$ cat config.mk
export PLATFORM = sky130hd
export DESIGN_NAME = unary_dot_accum
export DESIGN_NICKNAME = d
export VERILOG_FILES = /design/src/rtl/unary_dot_pkg.sv /design/src/rtl/unary_dot_accum_sat_accum.sv /design/src/rtl/unary_dot_accum.sv
export SDC_FILE = /design/constraint.sdc
export NUM_CORES = 1
export LEC_CHECK = 0
export ABC_AREA = 0
export BUFFER_PORTS_ARGS = -buffer_cell sky130_fd_sc_hd__buf_2
export CORE_MARGIN = 8
export CORE_UTILIZATION = 45
export DETAILED_ROUTE_END_ITERATION = 10
export PLACE_DENSITY = 0.86
export SYNTH_ARGS = -nofsm -noshare
export SYNTH_HDL_FRONTEND = slang
export SYNTH_SLANG_ARGS = --single-unit
$ cat constraint.sdc
create_clock -name clk_i -period 2.2 [get_ports clk_i]
set_input_delay 0.44 -clock clk_i [delete_from_list [all_inputs] [get_ports clk_i]]
set_output_delay 0.44 -clock clk_i [all_outputs]
set_load 0.05 [all_outputs]
$ cat src/rtl/unary_dot_pkg.sv
// Shared types and helpers for the unary dot-product accumulator stage.
// Holds the window FSM encoding, the default sizing and the saturating add.
package unary_dot_pkg;

    typedef enum logic [1:0] {
        IDLE  = 2'd0,
        ARM   = 2'd1,
        ACCUM = 2'd2,
        HOLD  = 2'd3
    } state_e;

    localparam int NUM_PRODS = 16;
    localparam int WIDTH     = 4;
    localparam int TREE_W    = $clog2(NUM_PRODS + 1);
    localparam int ACC_W     = 2 * WIDTH + $clog2(NUM_PRODS);

    // Returns {carry, value}; on carry-out the value pins to all-ones.
    function automatic logic [ACC_W:0] sat_add(input logic [ACC_W-1:0]  acc,
                                               input logic [TREE_W-1:0] inc);
        logic [ACC_W:0] sum;
        sum = {1'b0, acc} + {{(ACC_W + 1 - TREE_W){1'b0}}, inc};
        if (sum[ACC_W]) begin
            sat_add = {1'b1, {ACC_W{1'b1}}};
        end else begin
            sat_add = sum;
        end
    endfunction

endpackage

$ cat src/rtl/unary_dot_accum_sat_accum.sv
// Saturating accumulator: integrates the per-cycle popcount and keeps a
// sticky saturation flag until the next clear.
module sat_accum
    import unary_dot_pkg::*;
(
    input  logic              clk_i,
    input  logic              reset_i,
    input  logic              clr_i,
    input  logic              en_i,
    input  logic [TREE_W-1:0] inc_i,
    output logic [ACC_W-1:0]  acc_o,
    output logic              sat_o
);

    logic [ACC_W-1:0] acc_q, acc_d;
    logic             sat_q, sat_d;
    logic [ACC_W:0]   add_s;

    // Next-state: clear wins over accumulate, otherwise hold.
    always_comb begin
        add_s = sat_add(acc_q, inc_i);
        acc_d = acc_q;
        sat_d = sat_q;
        if (clr_i) begin
            acc_d = {ACC_W{1'b0}};
            sat_d = 1'b0;
        end else if (en_i) begin
            acc_d = add_s[ACC_W-1:0];
            sat_d = sat_q | add_s[ACC_W];
        end else begin
            acc_d = acc_q;
            sat_d = sat_q;
        end
    end

    // Accumulator and saturation flag registers.
    always_ff @(posedge clk_i) begin
        if (reset_i) begin
            acc_q <= {ACC_W{1'b0}};
            sat_q <= 1'b0;
        end else begin
            acc_q <= acc_d;
            sat_q <= sat_d;
        end
    end

    assign acc_o = acc_q;
    assign sat_o = sat_q;

endmodule

$ cat src/rtl/unary_dot_accum.sv
// Window controller for the unary dot product: arms on start, integrates the
// adder-tree popcount until all lanes finish or the watchdog fires, then holds.
module unary_dot_accum
    import unary_dot_pkg::*;
#(
    parameter int CNT_W      = 10,
    parameter int MAX_CYCLES = 1000
) (
    input  logic                 clk_i,
    input  logic                 reset_i,
    input  logic                 start_i,
    input  logic [TREE_W-1:0]    tree_sum_i,
    input  logic [NUM_PRODS-1:0] prod_done_i,
    input  logic                 out_ready_i,
    output logic                 out_valid_o,
    output logic [ACC_W-1:0]     out_sum_o,
    output logic [CNT_W-1:0]     out_cycles_o,
    output logic                 out_sat_o,
    output logic                 out_timeout_o,
    output logic                 busy_o,
    output logic                 overrun_o
);

    state_e           state_q;
    logic [CNT_W-1:0] cnt_q;
    logic             timeout_q;
    logic             overrun_q;
    logic             all_done_s;
    logic             acc_clr_s;
    logic             acc_en_s;

    assign all_done_s = &prod_done_i;
    // A new window opens from IDLE, or straight out of HOLD on the accepting cycle.
    assign acc_clr_s  = start_i & ((state_q == IDLE) | ((state_q == HOLD) & out_ready_i));
    assign acc_en_s   = (state_q == ARM) | (state_q == ACCUM);

    sat_accum u_sat_accum (
        .clk_i   (clk_i),
        .reset_i (reset_i),
        .clr_i   (acc_clr_s),
        .en_i    (acc_en_s),
        .inc_i   (tree_sum_i),
        .acc_o   (out_sum_o),
        .sat_o   (out_sat_o)
    );

    // Window FSM, ACCUM-cycle counter, watchdog and sticky overrun flag.
    always_ff @(posedge clk_i) begin
        if (reset_i) begin
            state_q   <= IDLE;
            cnt_q     <= {CNT_W{1'b0}};
            timeout_q <= 1'b0;
            overrun_q <= 1'b0;
        end else begin
            case (state_q)
                IDLE: begin
                    if (start_i) begin
                        state_q   <= ARM;
                        cnt_q     <= {CNT_W{1'b0}};
                        timeout_q <= 1'b0;
                    end
                end
                ARM: begin
                    // Lanes still show the previous window's done flags here.
                    state_q <= ACCUM;
                    if (start_i) overrun_q <= 1'b1;
                end
                ACCUM: begin
                    cnt_q <= cnt_q + {{(CNT_W-1){1'b0}}, 1'b1};
                    if (start_i) overrun_q <= 1'b1;
                    if (all_done_s) begin
                        state_q <= HOLD;
                    end else if (cnt_q == CNT_W'(MAX_CYCLES - 1)) begin
                        state_q   <= HOLD;
                        timeout_q <= 1'b1;
                    end
                end
                HOLD: begin
                    if (out_ready_i) begin
                        if (start_i) begin
                            state_q   <= ARM;
                            cnt_q     <= {CNT_W{1'b0}};
                            timeout_q <= 1'b0;
                        end else begin
                            state_q <= IDLE;
                        end
                    end else if (start_i) begin
                        overrun_q <= 1'b1;
                    end
                end
                default: begin
                    state_q <= IDLE;
                end
            endcase
        end
    end

    assign out_valid_o   = (state_q == HOLD);
    assign busy_o        = (state_q == ARM) | (state_q == ACCUM);
    assign out_cycles_o  = cnt_q;
    assign out_timeout_o = timeout_q;
    assign overrun_o     = overrun_q;

endmodule

### Yosys cells after proc, flatten, opt, wreduce, memory -nomap -nowiden

Cells that the tools add are included.

* flip-flop bits (word level): 27
* input port bits: 25
* output and inout bits: 27
* word-level logic and storage cells: 51

* add/subtract/negate cells: 2
* eq/ne operators: 10
* mux-type cells: 18
* bitwise gates (word level): 5
* reduce and logical (&&, ||, !) cells: 10

Operator list (count)
* $pmux W10 S3: 1
* $mux W10: 2
* $reduce_and A16 Y1: 1
* $add A12 B5 Y13: 1
* $mux W13: 1
* $add A10 B1 Y10 const B: 1
* $eq A10 B10 Y1 const B: 1
* $ne A2 B2 Y1 const B: 5
* $mux W2: 4
* $pmux W2 S4: 1
* $mux W1: 7
* $eq A2 B2 Y1 const B: 2
* $reduce_and A2 Y1: 2
* $reduce_and A4 Y1: 1
* $reduce_or A2 Y1: 2
* $ne A3 B3 Y1 const B: 1
* $or A1 B1 Y1: 3
* $pmux W1 S3: 1
* $reduce_and A3 Y1: 1
* $reduce_bool A3 Y1: 1
* $and A1 B1 Y1: 2
* $eq A2 B1 Y1 const B: 1
* $logic_not A2 Y1: 1
* $pmux W1 S2: 1
* $reduce_bool A2 Y1: 1

### Longest topological paths before layout

Gate-level depths: netlist of the first run.

* depth in word-level cells: 5
* gate-level depth with buffers: 8
* mapped depth without buffers: 6

### Modules after synthesis

A second synthesis of the first run with hierarchy kept.

* cells, all modules: 189
* area, all modules: 1626.6 µm²

Modules (own cells, without submodules)
* sat_accum: times used 1, cells an instance 91, area an instance 813.3 µm², sequential area each 260.2 µm²
* unary_dot_accum: times used 1, cells an instance 98, area an instance 813.3 µm², sequential area each 280.3 µm²

### Worst setup path before layout of the first run

Ideal clock, no wire load.

* path type: register to register
* start: reg state_q[0]
* end: reg u_sat_accum.acc_q[11], in the netlist u_sat_accum.acc_o[11]
* library setup time: 0.116 ns
* arrival: 2.230 ns
* data required time: 2.084 ns
* path slack: -0.146 ns
* cell stages (with the launch flop): 9
* buffers on the path: 2
* cell sequence: dfxtp_1 > inv_1 > ha_1 > buf_2 > and2_1 > clkbuf_1 > nand2_1 > or4_1 > o211a_1

* elaborated cells on any way between the ends: 9
* those cells by class: eq/ne (3); bitwise (4); reduce/logical (2)

RTL lines
* from (decl): RTL line unary_dot_accum.sv:24 `state_e state_q;`
* from (signal assigned): RTL line unary_dot_accum.sv:50 `state_q <= IDLE;`
* from (signal assigned): RTL line unary_dot_accum.sv:58 `state_q <= ARM;`
* from (signal assigned): RTL line unary_dot_accum.sv:65 `state_q <= ACCUM;`
* $eq A2 B1 Y1 or $eq A2 B2 Y1 (tied branches)
* $or A1 B1 Y1 *
* via busy_o: RTL line unary_dot_accum.sv:20 `output logic busy_o,`
* to (signal assigned): RTL line unary_dot_accum_sat_accum.sv:39 `acc_q <= {ACC_W{1'b0}};`
* to (decl): RTL line unary_dot_accum_sat_accum.sv:15 `logic [ACC_W-1:0] acc_q, acc_d;`

The timed path passes the listed nets; every way through them passes the cells marked *.
A chain may end at the register's enable or synchronous reset.

### Worst setup path after layout of the first run

* start: reg u_sat_accum.acc_q[0], in the netlist u_sat_accum.acc_o[0]
* end: reg u_sat_accum.acc_q[11], in the netlist u_sat_accum.acc_o[11]

* longest elaborated chain between the ends: 2

RTL lines
* $add A12 B5 Y13: RTL line unary_dot_pkg.sv:21 `sum = {1'b0, acc} + {{(ACC_W + 1 - TREE_W){1'b0}}, inc};`
* $mux W13: RTL line unary_dot_pkg.sv:22 `if (sum[ACC_W]) begin`

Every way passes these cells.

==> results of run 1 <==
metal layers:
layer	share of wire [%]	track usage, %
met1	45	14.92
met2	48	23.04
met3	6.5	3.504
met4	0.94	3.261
met5	0	0
flip-flops by register name, summed over array words and instances, names as in the netlist:
signal             count
u_sat_accum.sat_o      1
state_q                2
out_timeout_o          1
overrun_o              1
out_cycles_o          10
u_sat_accum.acc_o     12
final cells by class:
type | count | area, um^2
fillers | 307 | 1413
multi-input cells | 131 | 940.9
flip-flops and latches | 27 | 543.0
repair buffers | 57 | 300.3
well taps | 46 | 57.56
inverters | 8 | 30.03
clock buffers | 4 | 26.28
layout by cell type (no fill, tap or decap), drive strengths merged, types with 2 or more instances in the layout:
cell	instances
nor2	7
mux2i	4
ha	11
xnor2	2
nand4	12
a31o	2
buf	57
and3	6
clkbuf	4
a21oi	11
nand3	5
nand2b	4
a21o	6
or4	4
or3	6
inv	8
xor2	6
and2	2
a31oi	5
o21ai	10
dfxtp	27
o221a	5
nand2	11
power by group through the flow:
stage               clock (mW)  combinational [mW]  sequential, mW
global route             0.242                1.17           0.658
finish                   0.211                1.08           0.645
floorplan                    0               0.665           0.840
detailed placement           0                1.08           0.651
CTS                      0.223                1.08           0.644
global placement             0                1.05           0.652
final timing paths:
kind,depth (start not counted),from,to
setup / recovery,6,u_sat_accum.acc_o[0],u_sat_accum.acc_o[11]
hold / removal,2,reset_i,out_timeout_o
setup reg to reg,6,u_sat_accum.acc_o[0],u_sat_accum.acc_o[11]
hold reg to reg,2,u_sat_accum.sat_o,u_sat_accum.sat_o
through the flow:
| stage | area (um^2) | hold slack (ps) | std cells | setup WS (ps) |
|---|---|---|---|---|
| after floorplan | 1554 | 481.8 | 172 | 19.86 |
| after global placement | 1872 | 435.2 | 269 | -92.45 |
| after detailed placement | 1872 | 437.5 | 269 | -123.9 |
| after CTS | 1898 | 368.4 | 273 | 98.79 |
| after global routing | 1898 | 382.7 | 273 | 16.01 |
| final | 1898 | 379.6 | 273 | 107.1 |
worst max-delay path, stage by stage (launching register included):
cell and delay [ps]:
dfxtp_2 350, ha_1 200, fa_2 360, a21o_1 180, a31o_2 260, or4_1 520, o211a_1 140
logic make-up after synthesis:
group                      after synthesis
buffers and inverters                   14
muxes                                    4
DFF                                     27
adders and majority gates               12
and+or+nand+nor                         60
AOI/OAI and AO/OA                       47
xor gates and xnor gates                 8
==> results.ini, run 1 <==
[pwr]
p_clk_share_pct=10.9
swShare_pct=46.55
p_switching_mw=0.8991
internal_power_mw=1.032
power.leakage_nw=0.9090
pwr-share-comb_pct=55.7
power.density_nw_per_um2=1018
vdd_drop_max_mv=0.7358
power_mw=1.931
p_seq_share_pct=33.4

[floorplan]
die_area_um2=5540
die_w_um=74.43
rows=21
initial_core_util_pct=46.41
design.core.area_um2=3311
die_h_um=74.43
ios=52

[grt]
grt-ovfl-total=0
grt_pass1_vias=1411
antenna_found_initial=0
grt_pass1_wl_mm=5.920
grt_max_degree=15
track_usage_pct=13.00

[logic_synthesis]
synth_compound_area_share_pct=21.09
yosysMostFrequentCell=dfxtp_1
synth-seq-cells=27
synth_simple_gate_area_share_pct=21.74
yosysWarningCount=0
synthXorXnorAreaFrac_pct=4.560
synth_edf_count=0
synth.largest_area_cell=dfxtp_1
synth-async-reset-ratio_pct=0
netlist_instances=172
synth_top_area_share_pct=35.18
synth_area_leaders=dfxtp_1 (35%), ha_1 (9.0%), nand4_1 (4.9%)
avgSynthCellArea_um2=8.933
yosysSeqAreaShare_pct=35.18
synth_nets=209
synth_top_family_by_area=simple AND/OR/NAND/NOR gates
post_synth_num_cell_types=37
netlist_area_um2=1536
synth_mux_area_share_pct=2.606
ys.flop_type=dfxtp_1
synth_common_cells=dfxtp_1 (27), nand4_1 (12), a21oi_1 (11), ha_1 (11), nand2_1 (11)
synth_fa_ha_area_share_pct=10.26

[clocking]
cts_setup_buffers=0
clk_latency_ps=320
cts.path.max_buffers=2
clkTransAtPathRegs_ps=140
cts_tree=yes
cts.htree.levels=1
clock-sinks=27
root_buffer=clkbuf_4
cts_buffers=3
hold_buffers=0
ctsResizeCount=0

[placed_design]
place.gp.congestion=0.8029
hpwl_mm=2.878
numPortBuffers=51

[cells_and_area]
final_nets=265
utilization_pct=57.33
drive_gt1_share_pct=30.84
syn_to_final_growth_pct=23.53
antennaDiodeCount=0

[timing]
fin_crit_ps=2093
maxSlewHeadroom_pct=79.59
finalSetupTns_ps=0
fmax_mhz=477.8
setup_viol=0
period_share_pct=95.13
skew_ps=2.794
slew_viol_final=0
rsz0062_at_grt=false
finalHoldViolCount=0
worst_pin_slew_ps=304.8

[drt]
wirelength_mm=3.514
vias_per_cell=5.377
dr.pass1.iters=4
post-route-drc-count=0
antenna_left=0
num_vias=1468
initialDrtViolationCount=31
wl_per_cell_um=12.87

[critical_path]
r2r_slack_ps=110
cp_data_required_time_ps=2430
cp.arrival_ps=2330
worstSetupEndpointType=register
cp_max_fo=3
startpoint_type=register
criticalPathCategory=reg2reg

[min_path]
hp-class=in2reg

[run]
maxCapViolCount=0

[run_status]
status=finished, final reports clean

(Power assumes the default switching activity.)
==> run 2: changes to the inputs <==
--- a/config.mk
+++ b/config.mk
@@ -8,9 +8,11 @@
 export ABC_AREA = 0
 export BUFFER_PORTS_ARGS = -buffer_cell sky130_fd_sc_hd__buf_2
 export CORE_MARGIN = 8
-export CORE_UTILIZATION = 45
+export CORE_UTILIZATION = 47
+export CTS_CLUSTER_DIAMETER = 150
 export DETAILED_ROUTE_END_ITERATION = 10
-export PLACE_DENSITY = 0.86
+export PLACE_DENSITY = 0.85
+export SKIP_LAST_GASP = 1
 export SYNTH_ARGS = -nofsm -noshare
 export SYNTH_HDL_FRONTEND = slang
 export SYNTH_SLANG_ARGS = --single-unit
==> constraint.sdc (replaced) <==
create_clock -name clk_i -period 2.44 [get_ports clk_i]
set_input_delay 0.488 -clock clk_i [delete_from_list [all_inputs] [get_ports clk_i]]
set_output_delay 0.488 -clock clk_i [all_outputs]
set_load 0.05 [all_outputs]
==> results.ini, run 2 (synthesis gave the netlist of run 1 again) <==
[cells_and_area]
utilization_pct=61.26
largest_reg_flops=12
final_common_cell=buf_2
final_nets=266
antennaDiodeCount=0
drive_gt1_share_pct=29.39
fillCellCount=283
syn_to_final_growth_pct=22.72
final_cell_mix=buf_2 (51), dfxtp_1 (27), nand4_1 (12)

[clocking]
root_buffer=clkbuf_4
cts_tree=yes
clkTransAtPathRegs_ps=140
cts.path.max_buffers=2
hold_buffers=0
clock-sinks=27
ctsResizeCount=0
clk_latency_ps=320
cts.htree.levels=1
cts_setup_buffers=0
cts_buffers=3

[pwr]
vdd_drop_max_mv=0.3318
power_mw=1.714
power.leakage_nw=0.9145
power.density_nw_per_um2=909.1

[drt]
vias_per_cell=5.445
initialDrtViolationCount=89
num_vias=1481
wl_per_cell_um=13.35
dr.pass1.iters=4
post-route-drc-count=0
wirelength_mm=3.630
antenna_left=0

[placed_design]
place.gp.congestion=0.7915
hpwl_mm=2.918
numPortBuffers=51

[critical_path]
r2r-end=u_sat_accum.acc_o[11]
rr_startpoint=u_sat_accum.acc_o[0]
cp.arrival_ps=2410
crit_path_max_incr_delay_ps=520
path_cells=ha_1 -> fa_1 -> a21o_1 -> a31o_2 -> or4_1 -> o211a_1
startpoint_type=register
cp.depth=6
crit_path_top_delay_cell=or4_1
r2r_slack_ps=260
ff2ff_path_depth=6
cp_data_required_time_ps=2670
cpLargestDelayFamily=compound AO/OA/AOI/OAI gates
criticalPathCategory=reg2reg
cp-endpoint=u_sat_accum.acc_o[11]
cp_max_fo=5
worstSetupEndpointType=register
startpoint=u_sat_accum.acc_o[0]
path_buf_inv=0

[run]
maxCapViolCount=0

[grt]
grt_max_degree=15
track_usage_pct=14.31
grt-ovfl-total=0
grt_pass1_wl_mm=6.279
antenna_found_initial=0
grt_pass1_vias=1414

[timing]
maxSlewHeadroom_pct=71.80
finalSetupTns_ps=0
slew_viol_final=0
period_share_pct=89.41
setup_viol=0
hold_slack_ps=437.2
fmax_mhz=458.4
rsz0062_at_grt=false
finalHoldViolCount=0
fin_crit_ps=2182
skew_ps=3.968
worst_pin_slew_ps=420.4

[floorplan]
rows=20
die_w_um=73.18
initial_core_util_pct=49.92
die_area_um2=5355
die_h_um=73.18
ios=52
design.core.area_um2=3078

[min_path]
hp-class=in2reg

[run_status]
status=finished, final reports clean

run 2: cell count changes in the layout (fill, tap and decap cells not counted), sizes merged:
cell / previous run / this run
buf: 57 / 58
run 2: worst reg2reg max path: cells and delay by family, from the launching register on:
| family | cells | cell delay [ps] |
|---|---|---|
| AO/OA/AOI/OAI | 3 | 610 |
| flip-flops | 1 | 350 |
| adder cells (fa/ha/maj) | 2 | 610 |
| AND/OR/NAND/NOR | 1 | 520 |
run 2: metrics by stage:
stage	setup WS (ps)	cell area [um^2]	cells
3_5_place_dp	-8.565	1859	268
4_1_cts	254.1	1886	272
3_3_place_gp	46.41	1859	268
6_report	258.4	1886	272
2_1_floorplan	94.15	1536	172
5_1_grt	153.6	1886	272
run 2: how the worst min path moves through the flow:
stage | startpoint | to | slack, ps | cells after the start
6_report | reset_i | out_timeout_o | 440 | 2
5_1_grt | reset_i | overrun_o | 430 | 2
4_1_cts | reset_i | out_timeout_o | 430 | 2
3_5_place_dp | u_sat_accum.sat_o | u_sat_accum.sat_o | 440 | 2
3_3_place_gp | u_sat_accum.sat_o | u_sat_accum.sat_o | 440 | 2
2_1_floorplan | state_q[1] | state_q[1] | 480 | 2
run 2: power by group:
part	switching (mW)	total, mW	internal, mW
combinational	0.610	0.951	0.341
clock	0.125	0.189	0.0640
sequential	0.0659	0.574	0.508
total	0.801	1.71	0.913
run 2: layer usage:
| metal | track usage [%] | vias to the layer above | share of wire [%] |
|---|---|---|---|
| li1 | - | 759 | - |
| met1 | 17.59 | 668 | 47 |
| met2 | 22.24 | 48 | 44 |
| met3 | 3.709 | 6 | 6.9 |
| met4 | 7.333 | 0 | 2.0 |
| met5 | 0 | - | 0 |
run 2: final cells by class:
| type | instances | area, um^2 | share of cell area (%) |
|---|---|---|---|
| multi-input combinational | 131 | 925.9 | 49.10 |
| sequential | 27 | 540.5 | 28.67 |
| inverter | 8 | 30.03 | 1.593 |
| timing repair buffer | 58 | 307.8 | 16.32 |
| tap | 44 | 55.05 | 2.920 |
| clock buffer | 4 | 26.28 | 1.393 |
==> run 3: changes to the inputs <==
--- a/config.mk
+++ b/config.mk
@@ -8,10 +8,10 @@
 export ABC_AREA = 0
 export BUFFER_PORTS_ARGS = -buffer_cell sky130_fd_sc_hd__buf_2
 export CORE_MARGIN = 8
-export CORE_UTILIZATION = 47
+export CORE_UTILIZATION = 35
 export CTS_CLUSTER_DIAMETER = 150
 export DETAILED_ROUTE_END_ITERATION = 10
-export PLACE_DENSITY = 0.85
+export PLACE_DENSITY = 0.69
 export SKIP_LAST_GASP = 1
 export SYNTH_ARGS = -nofsm -noshare
 export SYNTH_HDL_FRONTEND = slang
==> results.ini, run 3 (synthesis gave the netlist of run 1 again) <==
[drt]
top_layer=met4
dr.pass1.iters=4
routed-wl-met2_mm=1.780
vias_per_cell=5.233
post-route-drc-count=0
drt-met1-wl_mm=1.681
antenna_left=0
initialDrtViolationCount=42
num_vias=1460
wirelength_mm=3.685
wl_met3_um=155
wl_per_cell_um=13.21

[critical_path]
crit_path_max_incr_delay_ps=510
cp_data_required_time_ps=2620
worstSetupEndpointType=register
rr_startpoint=u_sat_accum.acc_o[0]
crit_path_top_delay_cell=or4_1
startpoint=u_sat_accum.acc_o[0]
cp_max_fo=5
criticalPathCategory=reg2reg
path_cells=ha_1 -> fa_1 -> a21o_1 -> a31o_2 -> or4_1 -> o211a_1
startpoint_type=register
cp.arrival_ps=2310

[grt]
grt_pass1_wl_mm=6.127
grt_pass1_vias=1338
grt-ovfl-total=0
antenna_found_initial=0
track_usage_pct=11.24
grt_max_degree=16

[timing]
finalSetupTns_ps=0
setup_viol=0
period_share_pct=87.20
skew_ps=5.147
worst_pin_slew_ps=349.9
fin_crit_ps=2128
maxSlewHeadroom_pct=76.67
slew_viol_final=0
fmax_mhz=470.0
rsz0062_at_grt=false
finalHoldViolCount=0

[run_status]
status=finished, final reports clean

[floorplan]
die_area_um2=6766
die_w_um=82.26
design.core.area_um2=4294
rows=24
die_h_um=82.26
ios=52
initial_core_util_pct=35.78

[cells_and_area]
final_cell_mix=buf_2 (51), dfxtp_1 (27), nand4_1 (12)
antennaDiodeCount=0
largest_reg_flops=12
final_common_cell=buf_2
syn_to_final_growth_pct=24.19
utilization_pct=44.43
final_nets=265
drive_gt1_share_pct=29.52

[placed_design]
place.gp.congestion=0.7941
numPortBuffers=51
hpwl_mm=2.919

[pwr]
power_mw=1.784
vdd_drop_max_mv=0.4409
power.leakage_nw=0.9196
power.density_nw_per_um2=935.0

[min_path]
min_from=out_timeout_o
hp-class=reg2reg

[clocking]
root_buffer=clkbuf_8
hold_buffers=0
cts_tree=yes
cts_setup_buffers=0
clkTransAtPathRegs_ps=100
cts_buffers=3
clock-sinks=27
cts.path.max_buffers=2
ctsResizeCount=0
clk_latency_ps=280
cts.htree.levels=1

[run]
maxCapViolCount=0

## run 3: through the flow
step           setup slack, ps  hold WS [ps]  instances  cell area (um^2)
3_5_place_dp             33.86         450.5        275              1862
5_1_grt                  187.4         476.5        279              1908
6_report                 312.2         460.0        279              1908
3_3_place_gp             51.45         446.9        275              1862
4_1_cts                  304.4         466.6        279              1908
2_1_floorplan            94.15         481.8        172              1536
## run 3: final timing paths
| path | endpoint | slack, ps | cells past startpoint |
|---|---|---|---|
| max | u_sat_accum.acc_o[11] | 310 | 6 |
| min | out_timeout_o | 460 | 2 |
| max reg2reg | u_sat_accum.acc_o[11] | 310 | 6 |
| min reg2reg | out_timeout_o | 460 | 2 |
## run 3: cell type report
cell class / count / area [um^2]
Fill cell: 450 / 2386
Multi-Input combinational cell: 131 / 925.9
Sequential cell: 27 / 540.5
Timing Repair Buffer: 57 / 300.3
Tap cell: 52 / 65.06
Clock buffer: 3 / 41.29
Inverter: 8 / 30.03
Clock inverter: 1 / 5.005
## run 3: report_power, final
part | total, mW | switching, mW | leakage, nW | internal [mW]
clock network | 0.262 | 0.148 | 0.0255 | 0.115
logic | 0.947 | 0.609 | 0.675 | 0.339
registers | 0.574 | 0.0662 | 0.219 | 0.508
## run 3: worst max-delay path: cells and delay by family (launching register included)
kind	cells	cell delay [ps]
and+or+nand+nor	1	510
AOI/OAI and AO/OA	3	590
DFF	1	330
adders and majority gates	2	590
## run 3: per-layer routing
layer | vias to the layer above | GRT usage (%)
li1 | 755 | -
met1 | 679 | 13.72
met2 | 21 | 18.64
met3 | 5 | 1.732
met4 | 0 | 5.789
met5 | - | 0
